==> config.mk <==
export PLATFORM = sky130hd
export DESIGN_NAME = dbs_flat
export DESIGN_NICKNAME = d
export VERILOG_FILES = /design/src/rtl/dbs_if.sv /design/src/rtl/dbs.sv /design/src/flat_wrapper.sv
export SDC_FILE = /design/constraint.sdc
export NUM_CORES = 1
export LEC_CHECK = 0
export CORE_MARGIN = 5
export CORE_UTILIZATION = 50
export CTS_CLUSTER_DIAMETER = 80
export DETAILED_ROUTE_END_ITERATION = 7
export GPL_TIMING_DRIVEN = 0
export PLACE_DENSITY = 0.81
export SYNTH_ARGS = -nofsm -noshare
export SYNTH_HDL_FRONTEND = slang
export SYNTH_SLANG_ARGS = --single-unit
==> constraint.sdc <==
create_clock -name clock -period 3.15 [get_ports clock]
set_input_delay 0.63 -clock clock [delete_from_list [all_inputs] [get_ports clock]]
set_output_delay 0.63 -clock clock [all_outputs]
set_load 0.01 [all_outputs]
==> src/rtl/dbs_if.sv <==
// dbs_if: operand/result bundle for the dbs sequential divider.
//   master : drives start, dividendo, divisor; observes results
//   slave  : the divider itself
// Signals:
//   start      request, sampled only while the divider is idle
//   dividendo  unsigned dividend  (LARGURA bits)
//   divisor    unsigned divisor   (LARGURA bits)
//   quociente  registered quotient (LARGURA bits)
//   resto      registered remainder (LARGURA bits)
//   pronto     one-cycle result-valid pulse
//   ocupado    high while iterating
//   div_zero   result came from a zero divisor
interface dbs_if #(
  parameter int unsigned LARGURA = 8
);
  logic               start;
  logic [LARGURA-1:0] dividendo;
  logic [LARGURA-1:0] divisor;
  logic [LARGURA-1:0] quociente;
  logic [LARGURA-1:0] resto;
  logic               pronto;
  logic               ocupado;
  logic               div_zero;

  modport master (
    output start, dividendo, divisor,
    input  quociente, resto, pronto, ocupado, div_zero
  );

  modport slave (
    input  start, dividendo, divisor,
    output quociente, resto, pronto, ocupado, div_zero
  );
endinterface

==> src/rtl/dbs.sv <==
// dbs: sequential unsigned restoring divider, one quotient bit per clock.
// Ports:
//   clock  rising-edge system clock
//   reset  asynchronous, active-high
//   bus    dbs_if slave modport (start/operands in, quotient/remainder/status out)
// A start in the idle state latches the operands; LARGURA iterations later the
// result is loaded and pronto pulses for one cycle. A zero divisor skips the
// iterations and reports all-ones quotient, remainder = dividend, div_zero = 1.
module dbs #(
  parameter int unsigned LARGURA = 8
) (
  input logic  clock,
  input logic  reset,
  dbs_if.slave bus
);

  localparam int unsigned CW = $clog2(LARGURA + 1);

  typedef enum logic [1:0] {Ocioso, Calcula, Fim} estado_t;

  estado_t            estado_atual, estado_prox;
  logic [LARGURA-1:0] reg_quo, reg_quo_prox;   // dividend shifting out, quotient shifting in
  logic [LARGURA-1:0] reg_div, reg_div_prox;   // latched divisor
  logic [LARGURA-1:0] reg_res, reg_res_prox;   // partial remainder
  logic [CW-1:0]      contador, contador_prox;
  logic [LARGURA-1:0] quociente_prox, resto_prox;
  logic               pronto_prox, ocupado_prox, div_zero_prox;

  // One restoring step. The shifted remainder can reach 2*divisor-1, so the
  // trial compare is done one bit wider than the operands.
  logic [LARGURA:0]   r_desl;
  logic               cabe;
  logic [LARGURA-1:0] q_iter, r_iter;

  always_comb begin
    r_desl = {reg_res, reg_quo[LARGURA-1]};
    cabe   = (r_desl >= {1'b0, reg_div});
    q_iter = {reg_quo[LARGURA-2:0], cabe};
    r_iter = cabe ? LARGURA'(r_desl - {1'b0, reg_div}) : r_desl[LARGURA-1:0];
  end

  always_comb begin
    estado_prox    = estado_atual;
    reg_quo_prox   = reg_quo;
    reg_div_prox   = reg_div;
    reg_res_prox   = reg_res;
    contador_prox  = contador;
    quociente_prox = bus.quociente;
    resto_prox     = bus.resto;
    pronto_prox    = 1'b0;
    ocupado_prox   = bus.ocupado;
    div_zero_prox  = bus.div_zero;

    unique case (estado_atual)
      Ocioso: begin
        if (bus.start) begin
          reg_quo_prox  = bus.dividendo;
          reg_div_prox  = bus.divisor;
          reg_res_prox  = '0;
          contador_prox = CW'(LARGURA);
          div_zero_prox = 1'b0;
          if (bus.divisor != '0) begin
            estado_prox  = Calcula;
            ocupado_prox = 1'b1;
          end else begin
            estado_prox    = Fim;
            quociente_prox = '1;
            resto_prox     = bus.dividendo;
            div_zero_prox  = 1'b1;
            pronto_prox    = 1'b1;
          end
        end
      end
      Calcula: begin
        reg_quo_prox  = q_iter;
        reg_res_prox  = r_iter;
        contador_prox = contador - CW'(1);
        if (contador == CW'(1)) begin
          quociente_prox = q_iter;
          resto_prox     = r_iter;
          pronto_prox    = 1'b1;
          ocupado_prox   = 1'b0;
          estado_prox    = Fim;
        end
      end
      Fim: begin
        estado_prox = Ocioso;
      end
      default: begin
        estado_prox  = Ocioso;
        ocupado_prox = 1'b0;
      end
    endcase
  end

  always_ff @(posedge clock or posedge reset) begin
    if (reset) begin
      estado_atual  <= Ocioso;
      reg_quo       <= '0;
      reg_div       <= '0;
      reg_res       <= '0;
      contador      <= '0;
      bus.quociente <= '0;
      bus.resto     <= '0;
      bus.pronto    <= 1'b0;
      bus.ocupado   <= 1'b0;
      bus.div_zero  <= 1'b0;
    end else begin
      estado_atual  <= estado_prox;
      reg_quo       <= reg_quo_prox;
      reg_div       <= reg_div_prox;
      reg_res       <= reg_res_prox;
      contador      <= contador_prox;
      bus.quociente <= quociente_prox;
      bus.resto     <= resto_prox;
      bus.pronto    <= pronto_prox;
      bus.ocupado   <= ocupado_prox;
      bus.div_zero  <= div_zero_prox;
    end
  end

endmodule

==> src/flat_wrapper.sv <==
// flat-port wrapper written by rule: the top's interface ports become plain ports
module dbs_flat 
#(
  parameter int unsigned LARGURA = 8
)
  (clock, reset, bus_start, bus_dividendo, bus_divisor, bus_quociente, bus_resto, bus_pronto, bus_ocupado, bus_div_zero);
  dbs_if #(.LARGURA(LARGURA)) bus_i ();
  input logic clock;
  input logic reset;
  input wire logic [$bits(bus_i.start)-1:0] bus_start;
  input wire logic [$bits(bus_i.dividendo)-1:0] bus_dividendo;
  input wire logic [$bits(bus_i.divisor)-1:0] bus_divisor;
  output wire logic [$bits(bus_i.quociente)-1:0] bus_quociente;
  output wire logic [$bits(bus_i.resto)-1:0] bus_resto;
  output wire logic [$bits(bus_i.pronto)-1:0] bus_pronto;
  output wire logic [$bits(bus_i.ocupado)-1:0] bus_ocupado;
  output wire logic [$bits(bus_i.div_zero)-1:0] bus_div_zero;
  assign bus_i.start = bus_start;
  assign bus_i.dividendo = bus_dividendo;
  assign bus_i.divisor = bus_divisor;
  assign bus_quociente = bus_i.quociente;
  assign bus_resto = bus_i.resto;
  assign bus_pronto = bus_i.pronto;
  assign bus_ocupado = bus_i.ocupado;
  assign bus_div_zero = bus_i.div_zero;
  dbs #(.LARGURA(LARGURA)) u_core (.clock(clock), .reset(reset), .bus(bus_i));
endmodule
## Word-level counts from Yosys, hierarchy flattened

Cells that the tools add are included.
Widths: inputs -> output; s select.

| word-level totals | value |
|---|---|
| register bits after elaboration | 49 |
| latch bits | 0 |
| RAM bits | 0 |
| ROM bits | 0 |
| output and inout bits | 19 |
| word-level logic and storage cells | 56 |
| memories | 0 |

| operators by class | value |
|---|---|
| add/sub/neg operators | 2 |
| $mul | 0 |
| div/mod/pow operators | 0 |
| $lt $le $gt $ge | 1 |
| equal/unequal tests | 7 |
| shift-type cells | 0 |
| muxes and demuxes | 27 |
| bitwise logic cells | 1 |
| reduce and logical (&&, ||, !) cells | 8 |

Operators with widths:

| cell | number |
|---|---|
| $mux 8 | 9 |
| $pmux 8 s2 | 4 |
| $ge 9x8->1 | 1 |
| $pmux 4 s2 | 1 |
| $reduce_and 4->1 | 2 |
| $reduce_bool 8->1 | 1 |
| $sub 8x8->8 | 1 |
| $mux 1 | 6 |
| $mux 2 | 3 |
| $reduce_and 2->1 | 3 |
| $eq 4x1->1 const B | 1 |
| $mux 4 | 1 |
| $ne 2x1->1 const B | 2 |
| $ne 2x2->1 const B | 2 |
| $pmux 2 s2 | 1 |
| $sub 4x1->4 const B | 1 |
| $pmux 1 s3 | 1 |
| $eq 2x1->1 const B | 1 |
| $eq 2x2->1 const B | 1 |
| $logic_not 2->1 | 1 |
| $pmux 1 s2 | 1 |
| $reduce_bool 2->1 | 1 |
| $not 1->1 | 1 |

## Depth between registers and ports, before layout

Gate-level depths: netlist (run 1).

| logic depth | value |
|---|---|
| depth after elaboration | 4 |
| mapped depth | 9 |
| mapped depth without buffers | 9 |

## Least setup slack after synthesis (run 1)

OpenSTA, ideal clock, no wires.

| path | value |
|---|---|
| kind | register to register |
| start point | reg u_core.reg_res[2] |
| end point | reg u_core.bus.resto[1] |
| library setup time | 0.077 ns |
| data arrival time | 1.983 ns |
| required time | 3.073 ns |
| path slack | 1.089 ns |
| cell stages (with the launch flop) | 8 |
| period minus slack after synthesis | 2.061 ns |
| cell sequence | dfrtp_1 ha_1 a21o_1 a21oi_2 nand2_2 a21oi_4 mux2_1 a21oi_1 |

| on the way | value |
|---|---|
| longest elaborated chain between the ends | 4 |

Ends and longest elaborated chain:

| what | RTL line | text |
|---|---|---|
| from (decl) | dbs.sv:24 | `logic [LARGURA-1:0] reg_res, reg_res_prox;` |
| from (signal assigned) | dbs.sv:112 | `reg_res <= reg_res_prox;` |
| $ge 9x8->1 | dbs.sv:37 | `cabe = (r_desl >= {1'b0, reg_div});` |
| $mux 8 | dbs.sv:39 | `r_iter = cabe ? LARGURA'(r_desl - {1'b0, reg_div}) : r_desl[LARGURA-1:0];` |
| $mux 8 | dbs.sv:78 | `if (contador == CW'(1)) begin` |
| $pmux 8 s2 | dbs.sv:54 | `unique case (estado_atual)` |
| to (signal assigned) | dbs.sv:115 | `bus.resto <= resto_prox;` |
| to (decl) | dbs_if.sv:32 | `output quociente, resto, pronto, ocupado, div_zero` |

No other way between the ends. The select of a mux whose other input is x is not followed.
A chain may end at the register's enable or synchronous reset.

## Final worst setup path (run 1)

| path | value |
|---|---|
| start point | in bus_divisor[4] |
| end point | reg u_core.bus.resto[2] |

| on the way | value |
|---|---|
| longest elaborated chain between the ends | 3 |

Ends and longest elaborated chain:

| what | RTL line | text |
|---|---|---|
| from (decl) | flat_wrapper.sv:12 | `input wire logic [$bits(bus_i.divisor)-1:0] bus_divisor;` |
| $reduce_bool 8->1 | dbs.sv:62 | `if (bus.divisor != '0) begin` |
| $ne 2x2->1 (no source line) | - |  |
| $reduce_and 4->1 (no source line) | - |  |

No other way between the ends.

==> impl_metrics.tcl, run 1 <==
set metrics [dict create \
    hold_buffers 0 \
    area_delta_synth_final_pct 22.2 \
    slew_viol_final 0 \
    timing.critical_path.required_ns 3.37 \
    drtAntennaViolNets 0 \
    synth_area_leaders "dfrtp_1, mux2i_1, ha_1, nand2_1, o21ai_0" \
    worst_slack_ns 0.654 \
    synth_most_common_cell "dfrtp_1" \
    met1_usage_pct 27.4 \
    antenna_found_initial 0 \
    slew_headroom_pct 52.1 \
    arrival_ns 2.72 \
    grt_usage_pct 19.5 \
    die_w_um 81.7 \
    busiest_layer "met2" \
    avgSynthCellArea_um2 9.73 \
    r2r_end "u_core.bus.resto[1]$_DFFE_PP0P_" \
    hpwlAfterDp_mm 4.43 \
    synth_area_leader_cell "dfrtp_1" \
    async_flop_share_pct 100 \
    ys_ff_latch 49 \
    clkSinkCount 49 \
    core-area_um2 5040 \
    hp-start "u_core.reg_quo[3]$_DFFE_PP0P_" \
    wl_per_cell_um 15.2 \
    grt_pass1_wl_mm 10.0 \
    maxCapViolCount 0 \
    vias_per_cell 5.47 \
    tritoncts "done" \
    cp-end-kind "register" \
    start_kind "input port" \
    cts_buffers 5 \
    r2r_slack_ns 0.80 \
    period_share_pct 79.2 \
    syn_inst 264 \
    status "completed" \
    use_met2_pct 30.5 \
    regArea_um2 1230 \
    tightestPinTransition_ns 0.712 \
    cp_max_fo 10 \
    place_congestion 0.803 \
    drtIter0Drc 143 \
    dieArea_um2 6670 \
    synth_ff_type "dfrtp_1" \
    cts_buffer_depth 2 \
    reg2regPathDepth 7 \
    drive_gt1_share_pct 8.06 \
    r2r_start "u_core.reg_res[5]$_DFFE_PP0P_" \
    hp-class "reg2reg" \
    cts_setup_buffers 0 \
    n_fill_cell 434 \
    grt_pass1_vias 2068 \
    initial_core_util_pct 50.9 \
    gr-total-overflow 0 \
    min_path_cells 2 \
    drc_errors 0 \
    powerDensity_nw_per_um2 1170 \
    final_nets 339 \
    grt_max_degree 39 \
    setup_viol 0 \
    synthesis.area_um2 2570 \
    synth_edf_count 0 \
    num_antenna_cells 0 \
    fp.dieH_um 81.7 \
    multiInputGateArea_um2 1220 \
    dp_slack_ns 0.326 \
    utilization_pct 62.2 \
    port_buffers 37 \
    rsz0062_at_grt "no" \
    path_clk_slew_ns 0.10 \
    ir_drop_mv 0.625 \
    routed_wl_mm 5.78 \
    holdPathEnd "u_core.reg_quo[3]$_DFFE_PP0P_" \
    tns_ns 0 \
    cts_resized 0 \
    yosys-top-cells-count "dfrtp_1, nand2_1, nor2_1" \
    clock_latency_ns 0.31 \
    htreeDepth 2 \
    finalClockSkew_ns 0.0151 \
    row_count 26 \
    synth-seq-area-share_pct 47.8 \
    io_pins 38 \
    crit_type "in2reg" \
    via_count 2079 \
    report.final.hold_viol_count 0 \
    max_freq_mhz 401 \
    yosysWarnings 0 \
    p_leak_nw 1.38 \
    grt_use_met3_pct 3.95 \
    synth_nets 294 \
    root_buffer "clkbuf_8" \
    dr.pass1.iters 4 \
    yosys.cell_types.count 47 \
    synth_top_area_share_pct 47.8 \
    period_minus_slack_ns 2.50 \
]
==> flip-flops by register name, indices dropped and copies added (netlist names) <==
name,flops
u_core.bus.div_zero,1
u_core.bus.ocupado,1
u_core.bus.pronto,1
u_core.bus.quociente,8
u_core.bus.resto,8
u_core.contador,4
u_core.estado_atual,2
u_core.reg_div,8
u_core.reg_quo,8
u_core.reg_res,8
==> worst max path at each step <==
stage / from / endpoint / slack [ns] / cells past startpoint
CTS: bus_divisor[4] / u_core.bus.resto[2]$_DFFE_PP0P_ / 0.63 / 8
finish: bus_divisor[4] / u_core.bus.resto[2]$_DFFE_PP0P_ / 0.65 / 8
floorplan: u_core.reg_res[2]$_DFFE_PP0P_ / u_core.bus.resto[1]$_DFFE_PP0P_ / 1.09 / 7
global placement: bus_divisor[4] / u_core.bus.resto[4]$_DFFE_PP0P_ / 0.34 / 8
global route: bus_divisor[4] / u_core.bus.resto[2]$_DFFE_PP0P_ / 0.53 / 8
detailed placement: bus_divisor[4] / u_core.bus.resto[2]$_DFFE_PP0P_ / 0.33 / 8
==> where the power goes <==
group	switching (mW)	internal, mW
combinational	1.16	0.972
sequential	0.192	0.949
clock	0.223	0.158
==> layout by cell type (no fill, tap or decap), types with 4 or more instances in the layout <==
master and count:
nand2b_1 4, a21oi_1 14, ha_1 10, o211ai_1 4
inv_1 16, o21ai_1 7, clkbuf_8 5, clkbuf_1 6
o21ai_0 23, nand3_1 4, o22ai_1 4, nand2_1 32
dfrtp_1 49, nor2_1 24, clkdlybuf4s50_1 37, mux2i_1 15
==> final cells by class <==
type / instances / area share (%)
Clock inverter: 3 / 0.718
Timing Repair Buffer: 38 / 12.4
Tap cell: 70 / 2.79
Sequential cell: 49 / 39.1
Buffer: 10 / 1.76
Inverter: 17 / 2.03
Multi-Input combinational cell: 188 / 39.0
Clock buffer: 5 / 2.19
==> cell families after synthesis <==
| family | after synthesis | share of synthesized area [%] |
|---|---|---|
| multiplexers | 19 | 7.60 |
| adder cells (fa/ha/maj) | 11 | 5.65 |
| flip-flops | 49 | 47.8 |
| buffers and inverters | 27 | 4.63 |
| XOR/XNOR | 6 | 2.05 |
| AO/OA/AOI/OAI | 69 | 16.6 |
| AND/OR/NAND/NOR | 83 | 15.7 |
==> worst max-delay path, cell delays in order <==
cell and delay [ns]:
clkdlybuf4s50_1 0.43, nor4_1 0.65, and4b_1 0.32, a21oi_2 0.10, nor2_8 0.21, buf_6 0.17
nand3_1 0.09, o211ai_1 0.11
==> metal layers <==
layer | vias up | part of all wire [%]
li1 | 1005 | -
met1 | 1014 | 45
met3 | 11 | 4.5
met4 | 0 | 1.7
met2 | 49 | 49
met5 | - | 0
==> through the flow <==
stage	hold WS (ns)	instances	instance area, µm²	total power [mW]
final	0.523	380	3140	3.66
after global placement	0.469	371	3030	3.19
after floorplan	0.450	264	2570	2.63
after CTS	0.522	380	3140	3.67
after global routing	0.551	380	3140	3.99
after detailed placement	0.500	372	3050	3.28
Power figures use the tool's default switching activity.
==> run 2: changes to the inputs <==
clock period = 2.4 ns   (was 3.15 ns; I/O delays follow)
==> run 2 against run 1 <==
  * First-iteration DRC count is 47% higher
  * Design area rose by 2.4%
  * Critical path type is now reg2reg
  * Hold slack got worse by 0.11 ns
  * Setup slack got worse by 0.57 ns
  * Sequential power rose by 32%
  * Largest cell class is now multi-input gates
==> impl_metrics.tcl, run 2 (synthesis gave the netlist of run 1 again) <==
set metrics [dict create \
    clock_latency_ns 0.31 \
    p_comb_share_pct 60.6 \
    drive_gt1_share_pct 11.7 \
    hp-class "in2async" \
    num_antenna_cells 0 \
    grt_pass1_vias 2068 \
    maxCapViolCount 0 \
    finalClockSkew_ns 0.0162 \
    crit_type "reg2reg" \
    setup_viol 0 \
    total_power_mw 5.10 \
    tns_ns 0 \
    hold-worst-slack_ns 0.412 \
    drtIter0Drc 210 \
    place_area_um2 3050 \
    ir_drop_mv 0.874 \
    htreeDepth 2 \
    row_count 26 \
    antenna_found_initial 0 \
    p_leak_nw 1.41 \
    arrival_ns 2.52 \
    powerDensity_nw_per_um2 1590 \
    start_kind "register" \
    dieArea_um2 6670 \
    final_common_cell "dfrtp_1" \
    final_nets 344 \
    max_stage_delay_ns 0.42 \
    drtAntennaViolNets 0 \
    clkSinkCount 49 \
    worst_slack_ns 0.0808 \
    finish.instance_area_um2 3210 \
    core-area_um2 5040 \
    io_pins 38 \
    hpwlAfterDp_mm 4.43 \
    dr.pass1.iters 5 \
    status "completed" \
    drc_errors 0 \
    place_congestion 0.803 \
    period_share_pct 96.6 \
    report.final.hold_viol_count 0 \
    gr-total-overflow 0 \
    timing.critical_path.required_ns 2.60 \
    path_buf_inv 1 \
    area_delta_synth_final_pct 25.1 \
    via_count 2139 \
    routed_wl_mm 5.99 \
    dp_slack_ns -0.274 \
    dp.cells 372 \
    max_freq_mhz 431 \
    cp_max_fo 8 \
    root_buffer "clkbuf_8" \
    period_minus_slack_ns 2.32 \
    cp-end-kind "register" \
    slew_viol_final 0 \
    clockPowerShare_pct 9.9 \
    tightestPinTransition_ns 0.708 \
    crit_chain "ha_1, and3_1, o21ai_1, nand2_2, a21oi_4, buf_4, mux2i_2, o211ai_1" \
    die_w_um 81.7 \
    critPathSlowestCell "dfrtp_1" \
    vias_per_cell 5.56 \
    critPathTopFamily "compound AO/OA/AOI/OAI gates" \
    tritoncts "done" \
    final_cell_mix "dfrtp_1, clkdlybuf4s50_1, nand2_1" \
    cts_buffers 5 \
    utilization_pct 63.7 \
    n_fill_cell 423 \
    slew_headroom_pct 52.7 \
    initial_core_util_pct 50.9 \
    path_clk_slew_ns 0.10 \
    port_buffers 37 \
    cell_internal_pwr_mw 2.91 \
    p_sw_mw 2.18 \
    grt_max_degree 39 \
    grt_usage_pct 19.5 \
    grt_pass1_wl_mm 10.0 \
    fp.dieH_um 81.7 \
    stdcell_count 385 \
    p_sw_share_pct 42.8 \
    wl_per_cell_um 15.6 \
    p_seq_share_pct 29.6 \
    cts_buffer_depth 2 \
]
-- run 2: layout make-up --
class / count / area [µm²] / share of cell area, %
Inverter: 17 / 63.8 / 1.99
Clock buffer: 5 / 68.8 / 2.14
Sequential cell: 49 / 1230 / 38.2
Timing Repair Buffer: 43 / 428 / 13.3
Tap cell: 70 / 87.6 / 2.73
Buffer: 10 / 55.1 / 1.71
Multi-Input combinational cell: 188 / 1260 / 39.2
Clock inverter: 3 / 22.5 / 0.701
-- run 2: power groups by stage --
stage / combinational, mW / sequential (mW) / clock (mW)
floorplan: 1.93 / 1.53 / 0
global placement: 2.68 / 1.50 / 0
detailed placement: 2.79 / 1.51 / 0
CTS: 2.81 / 1.50 / 0.503
global route: 3.43 / 1.57 / 0.547
finish: 3.09 / 1.51 / 0.503
-- run 2: repair_timing --
item                                    4_1_cts  5_1_grt
resized for setup                             0        7
endpoints found under the setup margin        0       17
setup buffers                                 0        5
hold buffers                                  0        0
-- run 2: worst paths after layout --
check / slack, ns / cells past startpoint / start / end
setup / recovery: 0.08 / 8 / u_core.reg_res[3]$_DFFE_PP0P_ / u_core.bus.resto[4]$_DFFE_PP0P_
hold / removal: 0.41 / 2 / reset / u_core.bus.pronto$_DFF_PP0_
setup reg to reg: 0.08 / 8 / u_core.reg_res[3]$_DFFE_PP0P_ / u_core.bus.resto[4]$_DFFE_PP0P_
hold reg to reg: 0.52 / 2 / u_core.reg_quo[1]$_DFFE_PP0P_ / u_core.reg_quo[1]$_DFFE_PP0P_
max in group asynchronous: 1.49 / 3 / reset / u_core.reg_res[0]$_DFFE_PP0P_
min in group clock: 0.52 / 2 / u_core.reg_quo[1]$_DFFE_PP0P_ / u_core.reg_quo[1]$_DFFE_PP0P_
-- run 2: worst reg2reg max path, stage by stage (launching register included) --
cell and delay (ns):
dfrtp_1 0.42, ha_1 0.37, and3_1 0.21, o21ai_1 0.19, nand2_2 0.15, a21oi_4 0.32
buf_4 0.19, mux2i_2 0.25, o211ai_1 0.11
-- run 2: layer usage --
layer	global-route usage [%]	routed length (µm)
met5	0	0
met4	5.98	105
met3	3.95	318
met2	30.5	2910
met1	27.4	2660
==> run 3: changes to the inputs <==
CORE_UTILIZATION = 49   (was 50)
PLACE_DENSITY = 0.82   (was 0.81)
clock period = 2 ns   (was 2.4 ns; I/O delays follow)
==> run 3 against run 2 <==
  * The run now ends with setup timing left
  * Flip-flop and latch count unchanged
  * Total power is 45% higher
  * Clock skew down 0.0065 ns
  * Sequential power grew 23%
  * Clock power grew 25%
  * Non-clock buffer count increased by 14
  * Global-route usage up 1.7 points
  * Setup slack worse by 0.22 ns
  * Count of clock-buffer cells in the layout stayed put
  * Largest power group unchanged
==> impl_metrics.tcl, run 3 (synthesis gave the netlist of run 1 again) <==
set metrics [dict create \
    ir_drop_mv 1.07 \
    worst_slack_ns -0.135 \
    crit_type "reg2reg" \
    final_common_cell "dfrtp_1" \
    initial_core_util_pct 50.3 \
    area_delta_synth_final_pct 38.2 \
    grt_pass1_wl_mm 10.9 \
    grt_max_degree 39 \
    path_buf_inv 1 \
    crit_chain "ha_4, a21o_1, a21oi_2, nand2_2, a21oi_4, buf_12, mux2i_1, o211ai_1" \
    drtIter0Drc 140 \
    place_congestion 0.803 \
    via_count 2281 \
    tritoncts "done" \
    antenna_found_initial 0 \
    root_buffer "clkbuf_8" \
    hold-worst-slack_ns 0.333 \
    gr-total-overflow 0 \
    report.final.hold_viol_count 0 \
    hpwlAfterDp_mm 4.47 \
    timing.critical_path.required_ns 2.20 \
    p_leak_nw 1.50 \
    slew_viol_final 0 \
    arrival_ns 2.33 \
    critPathSlowestCell "dfrtp_2" \
    vias_per_cell 5.72 \
    path_clk_slew_ns 0.10 \
    start_kind "register" \
    n_fill_cell 365 \
    finalClockSkew_ns 0.00970 \
    htreeDepth 2 \
    port_buffers 37 \
    clock_latency_ns 0.31 \
    dr.pass1.iters 4 \
    io_pins 38 \
    max_freq_mhz 468 \
    grt_pass1_vias 2233 \
    final_nets 358 \
    maxCapViolCount 0 \
    dieArea_um2 6790 \
    cp_max_fo 5 \
    cts_buffers 5 \
    max_stage_delay_ns 0.46 \
    r2r_slack_ns -0.13 \
    num_antenna_cells 0 \
    status "finished, violations left" \
    cts_buffer_depth 2 \
    slew_headroom_pct 55.4 \
    wl_per_cell_um 17.3 \
    utilization_pct 69.5 \
    drtAntennaViolNets 0 \
    clkSinkCount 49 \
    powerDensity_nw_per_um2 2080 \
    die_w_um 82.4 \
    tightestPinTransition_ns 0.668 \
    setup_viol 16 \
    routed_wl_mm 6.90 \
    core-area_um2 5110 \
    critPathTopFamily "compound AO/OA/AOI/OAI gates" \
    drc_errors 0 \
    fp.dieH_um 82.4 \
    final_cell_mix "dfrtp_1, clkdlybuf4s50_1, nand2_1" \
    cp-end-kind "register" \
    period_minus_slack_ns 2.13 \
    violations "setup timing" \
    grt_usage_pct 21.3 \
    period_share_pct 107 \
    hp-class "in2async" \
    rsz0062_at_grt "yes" \
    row_count 26 \
    drive_gt1_share_pct 23.7 \
]
==> run 3: changes by cell type in the layout (fill, tap and decap cells not counted), sizes merged <==
cell	before	now
buf	10	23
clkinvlp	0	1
clkbuf	11	12
clkinv	3	1
inv	17	18
==> run 3: where the power goes <==
group	internal [mW]	leakage (nW)	total (mW)	switching (mW)
Sequential	1.50	0.577	1.86	0.366
Combinational	2.50	0.877	4.89	2.39
Clock	0.253	0.0447	0.630	0.377
==> run 3: layout make-up <==
| class | instances | area, µm² | share of cell area [%] |
|---|---|---|---|
| plain buffers | 10 | 56.3 | 1.59 |
| clock buffers | 5 | 68.8 | 1.94 |
| clock inverters | 3 | 25.0 | 0.705 |
| inverters | 17 | 63.8 | 1.80 |
| multi-input cells | 188 | 1460 | 41.0 |
| flip-flops and latches | 49 | 1230 | 34.6 |
| well taps | 70 | 87.6 | 2.47 |
| repair buffers | 57 | 563 | 15.9 |
==> run 3: final timing paths <==
check                                               from                                   to  cells after the start
setup / recovery           u_core.reg_res[2]$_DFFE_PP0P_      u_core.bus.resto[4]$_DFFE_PP0P_                      8
hold / removal                                     reset  u_core.bus.quociente[7]$_DFFE_PP0P_                      2
min in group clock         u_core.reg_quo[2]$_DFFE_PP0P_        u_core.reg_quo[2]$_DFFE_PP0P_                      2
hold reg to reg            u_core.reg_quo[2]$_DFFE_PP0P_        u_core.reg_quo[2]$_DFFE_PP0P_                      2
max in group asynchronous                          reset        u_core.reg_res[2]$_DFFE_PP0P_                      3
setup reg to reg           u_core.reg_res[2]$_DFFE_PP0P_      u_core.bus.resto[4]$_DFFE_PP0P_                      8
==> run 3: routing by layer <==
| layer | GRT usage (%) | part of all wire (%) | vias to the layer above |
|---|---|---|---|
| met1 | 26.8 | 41 | 1148 |
| li1 | - | - | 1055 |
| met4 | 7.14 | 1.6 | 0 |
| met5 | 0 | 0 | - |
| met2 | 35.3 | 52 | 67 |
| met3 | 5.75 | 5.5 | 11 |
==> run 3: per-stage QoR <==
step / setup TNS (ns) / instances / cell area, µm² / power (mW) / worst slack (ns)
floorplan: 0 / 264 / 2600 / 4.25 / 0.00949
global placement: -35.36 / 371 / 3050 / 5.11 / -0.543
detailed placement: -11.85 / 372 / 3070 / 5.27 / -0.584
CTS: -0.121 / 390 / 3360 / 6.48 / -0.0612
global route: -2.90 / 399 / 3550 / 7.90 / -0.218
finish: -1.18 / 399 / 3550 / 7.38 / -0.135
==> run 3: timing repair <==
| item | 4_1_cts | 5_1_grt |
|---|---|---|
| cloned | 0 | 1 |
| hold buffers | 0 | 0 |
| pin swaps | 8 | 19 |
| resized for setup | 19 | 23 |
| setup endpoints to repair | 26 | 28 |
| buffers inserted | 10 | 8 |
